## src/rtl/pwm_led_bank.sv

```systemverilog
// Multi-channel PWM LED driver with a shared prescaler/period counter and per-channel duty shadowing.
// Optional breathing mode is enabled by defining BREATHE_EN (adds the breathe port and STEP parameter).
module pwm_led_bank #(
  parameter int          CH        = 8,
  parameter int          W         = 4,
  parameter int          PRESCALE  = 256,
  parameter int unsigned DUTY_INIT = 0
`ifdef BREATHE_EN
  ,
  parameter int          STEP      = 1
`endif
) (
  input  logic                                  clk,
  input  logic                                  reset,
  input  logic                                  en,
  input  logic                                  wr_en,
  input  logic [((CH > 1) ? $clog2(CH) : 1)-1:0] wr_addr,
  input  logic [W-1:0]                          wr_data,
`ifdef BREATHE_EN
  input  logic [CH-1:0]                         breathe,
`endif
  output logic [CH-1:0]                         led,
  output logic                                  period_tick
);

  localparam int AW = (CH > 1) ? $clog2(CH) : 1;
  localparam int PW = (PRESCALE > 1) ? $clog2(PRESCALE) : 1;
  localparam logic [PW-1:0] PRE_MAX = PW'(PRESCALE - 1);
  localparam logic [W-1:0]  INIT_W  = W'(DUTY_INIT);

  logic [PW-1:0] pre_cnt;
  logic [W-1:0]  cnt;
  logic [W-1:0]  duty_reg [CH];
  logic [W-1:0]  act      [CH];
  logic          tick;
  logic          boundary;

  assign tick     = en && (pre_cnt == PRE_MAX);
  assign boundary = tick && (&cnt);

  // Prescaler and period counter freeze while en is low so the phase resumes where it stopped.
  always_ff @(posedge clk or posedge reset) begin
    if (reset) begin
      pre_cnt     <= '0;
      cnt         <= '0;
      period_tick <= 1'b0;
    end else begin
      period_tick <= boundary;
      if (en) begin
        if (tick) begin
          pre_cnt <= '0;
          cnt     <= cnt + 1'b1;
        end else begin
          pre_cnt <= pre_cnt + 1'b1;
        end
      end
    end
  end

  // Out-of-range addresses simply match no channel.
  always_ff @(posedge clk or posedge reset) begin
    if (reset) begin
      for (int i = 0; i < CH; i++) duty_reg[i] <= INIT_W;
    end else if (wr_en) begin
      for (int i = 0; i < CH; i++) begin
        if (wr_addr == AW'(i)) duty_reg[i] <= wr_data;
      end
    end
  end

`ifdef BREATHE_EN
  localparam logic [W:0]   STEP_X = (W+1)'(STEP);
  localparam logic [W-1:0] STEP_W = W'(STEP);

  logic [CH-1:0] dir_down;

  // Returns {dir_down, act} for one breathing step; widened compares avoid wrap at the top.
  function automatic logic [W:0] breathe_step(input logic [W-1:0] cur,
                                              input logic [W-1:0] peak,
                                              input logic         down);
    logic [W:0] c;
    logic [W:0] p;
    c = {1'b0, cur};
    p = {1'b0, peak};
    if (c > p) return {1'b1, peak};
    if (!down) begin
      if (c + STEP_X >= p) return {1'b1, peak};
      return {1'b0, cur + STEP_W};
    end
    if (c <= STEP_X) return {1'b0, {W{1'b0}}};
    return {1'b1, cur - STEP_W};
  endfunction
`endif

  // Active duty is reloaded only at the period boundary, from the pre-write duty value.
  always_ff @(posedge clk or posedge reset) begin
    if (reset) begin
      for (int i = 0; i < CH; i++) act[i] <= INIT_W;
      led <= '0;
`ifdef BREATHE_EN
      dir_down <= '0;
`endif
    end else begin
      for (int i = 0; i < CH; i++) led[i] <= en && (cnt < act[i]);
      if (boundary) begin
        for (int i = 0; i < CH; i++) begin
`ifdef BREATHE_EN
          if (breathe[i]) begin
            {dir_down[i], act[i]} <= breathe_step(act[i], duty_reg[i], dir_down[i]);
          end else begin
            act[i]      <= duty_reg[i];
            dir_down[i] <= 1'b0;
          end
`else
          act[i] <= duty_reg[i];
`endif
        end
      end
    end
  end

endmodule

```

## config.mk

```make
export PLATFORM = sky130hd
export DESIGN_NAME = pwm_led_bank
export DESIGN_NICKNAME = d
export VERILOG_FILES = /design/src/rtl/pwm_led_bank.sv
export SDC_FILE = /design/constraint.sdc
export NUM_CORES = 1
export LEC_CHECK = 0
export ABC_AREA = 1
export CORE_ASPECT_RATIO = 1.4
export CORE_MARGIN = 2
export CORE_UTILIZATION = 49
export CTS_CLUSTER_DIAMETER = 150
export DETAILED_ROUTE_END_ITERATION = 12
export PLACE_DENSITY = 0.67
export SKIP_LAST_GASP = 1
export SYNTH_ARGS = -nofsm -noshare
export SYNTH_HDL_FRONTEND = slang
export SYNTH_SLANG_ARGS = --single-unit
```

## constraint.sdc

```tcl
create_clock -name clk -period 3.4 [get_ports clk]
set_clock_uncertainty 0.15 [all_clocks]
set_input_delay 0.68 -clock clk [delete_from_list [all_inputs] [get_ports clk]]
set_output_delay 0.68 -clock clk [all_outputs]
set_load 0.05 [all_outputs]
```

==> metrics.md <==
| Metric | Value |
|---|---|
| Status | finished, final reports clean |
| DR WL/cell | 12.65 microns |
| DP Worst Slack | just over 1 ns |
| Setup-failing EPs final | 0 |
| Number of top-level pins | 20 |
| H-tree levels | 3 |
| Clk buf depth | 2 |
| Hold Crit Depth | 2 |
| CTS buffer count | 9 |
| CTS tree | built |
| Die outline height | about 110 microns |
| Pwr dens | slightly above 500 mW/mm^2 |
| Period Utilization, post-route | 67.54% |
| Hpwl dp | 5390 microns |
| Final Hold Fails | 0 |
| Row count | 39 |
| Crit path kind | flip-flop to output port |
| Slowest-stage cell, CP | clkdlybuf4s50_1 |
| Num Clock Sinks | 85 |
| R2R setup slack | between 1 and 1.5 ns |
| Vias in the first global route | ~3,000 |
| Post-route DRC | 0 |
| WP data required | around 2.6 ns |
| Crit path launch type | flip-flop |
| Worst-margin pin slew | roughly 0.55 ns |
| FF-to-FF End | act[19] |
| ANT cells | 0 |
| Clk slew on worst S/H paths | 0.06 ns |
| Port buffer count | 19 |
| Post-CTS setup buffers | 0 |
| Cts hold-fix bufs | 0 |
| Post-synthesis sequential area ratio | about 52% |
| MaxCap Viol Count | 0 |
| Worst Path Buf+Inv | 1 |
| Area leader, netlist | dfrtp_1 |
| Hold path start | act[1] |
| Gr usage total | between 10% and 20% |
| Vias per cell | 4.998 |
| Met1 wire length | 3506 microns |
| Core Footprint | around 0.0081 sq mm |
| Post-synth net total | about 520 |
| Fillers | 739 |
| Top Layer Used | met4 |
| Die Wd | approximately 81 microns |
| Number of synthesized register bits | 85 |
| Drt pass-1 iters | 4 |
| Final critical-path setup slack | roughly 1.1 ns |
| Die ar. | about 0.0091 sq mm |
| Worst path cell trace | clkdlybuf4s50_1 |
| Critical path fanouts, max | 1 |
| Final nets | between 500 and 600 |
| Clock root buffer | clkbuf_16 |
| Ys Warns | 0 |
| CP top delay family | buffers and inverters |
| Fin util | between 50% and 60% |
| Arr. time, crit path | between 1 and 1.5 ns |
| Layout cell share with drive strength beyond 1 | about 4.8% |
| Largest net degree at the start of global routing | 55 |
| Final TNS setup | 0 ns |
| Starting Density | between 50 and 60% |
| Unique masters post-synth | 21 |
| Hold_ws | about 0.32 ns |
| Final Max Tran Viols | 0 |
| Worst hold endpoint | act[1] |
| Synth top area cells | dfrtp_1 (52%), nand2_1 (16%), ha_1 (8.0%) |
| HP Class | flip-flop to flip-flop |
| Met2 wire len | 3857 microns |
| Post-Syn Area | 0.004090 sq mm |
| Final ANT Viol Nets | 0 |
| RSZ-0062 raised after global routing | no |
| Relative slew slack | about 63% |
| Fmax | between 400 and 500 MHz |
| Area Growth Syn to Fin | 13.67% |
| RR Startpoint | cnt[1] |
| Clock Latency Late Sink | approximately 0.33 ns |
| Top cell type's share of synthesized area | a little over half |
| GR Overflow Total | 0 |
| Maximum VDD drop | 0.2932 mV |
| Initial DRC count | between 150 and 200 |
| Kind of end point of the critical path | output port |
| Final WL | between 7000 and 8000 microns |
| FF-to-FF path depth | 7 |
| Tmin final | approximately 2.3 ns |
| Static leakage | roughly 2.4 nW |
| Routability cong. | approximately 0.76 |
| Met3 wire length | ~240 microns |
| Synth Instances | 481 |
| Slowest cell delay on critical path | 0.80 ns |
| Via count | 3,034 |
| Initial antenna violation count | 0 |
| Post-CTS sizing | 0 |
| First-pass GRT wire length | 13,510 microns |
| Syn avg cell area | between 8 and 9 sq um |
## layout make-up
| cell class | count | area [sq um] | share of cell area (%) |
|---|---|---|---|
| clock buffer | 10 | 229.0 | 4.925 |
| clock inverter | 4 | 51.30 | 1.103 |
| multi-input combinational | 318 | 1637 | 35.20 |
| inverter | 65 | 245.2 | 5.274 |
| tap | 102 | 127.6 | 2.745 |
| timing repair buffer | 23 | 232.7 | 5.005 |
| sequential | 85 | 2127 | 45.75 |
## metal layers
| layer | GRT usage [%] | vias to the layer above |
|---|---|---|
| met4 | 7.797 | 0 |
| met3 | 4.662 | 6 |
| met1 | 23.48 | 1406 |
| li1 | - | 1573 |
| met2 | 32.23 | 49 |
| met5 | 0 | - |
## through the flow
| stage | std cells | total power [W] | instance area (sq um) |
|---|---|---|---|
| after floorplan | 481 | 0.001392 | 4090 |
| after global placement | 593 | 0.001459 | 4369 |
| after detailed placement | 593 | 0.001477 | 4369 |
| after CTS | 607 | 0.002427 | 4649 |
| after global routing | 607 | 0.002525 | 4649 |
| final | 607 | 0.002396 | 4649 |
## cells by family after synthesis
group,share of synthesized area [%]
compound gates,5.445
xor+xnor,0.8567
fa+ha+maj,7.953
buf+inv,7.984
flops,52.00
simple gates,25.76
## cells in the mapped netlist (all sizes together)
library cell,number
a21oi,13
buf,12
clkbuf,1
clkinv,1
dfrtp,85
ha,26
inv,64
nand2,176
nand3,9
nand4,34
nor2,24
nor3,1
o21ai,30
o21bai,1
xnor2,1
xor2,3
## placed cells by master (no fill, tap or decap), types with 2 or more instances in the layout
cell type,instances
a21oi_1,13
buf_4,3
clkbuf_16,9
clkdlybuf4s50_1,19
clkinv_2,2
dfrtp_1,85
ha_1,26
inv_1,63
nand2_1,176
nand3_1,7
nand4_1,34
nor2_1,21
nor2_4,2
o21ai_0,30
xor2_1,3
## power by group
| group | total [W] | leakage, nW | switching [W] | internal (W) |
|---|---|---|---|---|
| Clock | 0.000938 | 0.134 | 0.000377 | 0.000561 |
| Sequential | 0.00121 | 1.12 | 0.0000913 | 0.00112 |
| Combinational | 0.000244 | 1.17 | 0.000155 | 0.0000886 |
## how the worst max path moves through the flow
stage,start,to,cells past startpoint
after floorplan,reset,act[0],1
after global placement,en,act[3],6
after detailed placement,en,act[18],6
after CTS,led[5],led[5],1
after global routing,cnt[1],act[19],7
final,led[5],led[5],1
(Power assumes the default switching activity.)
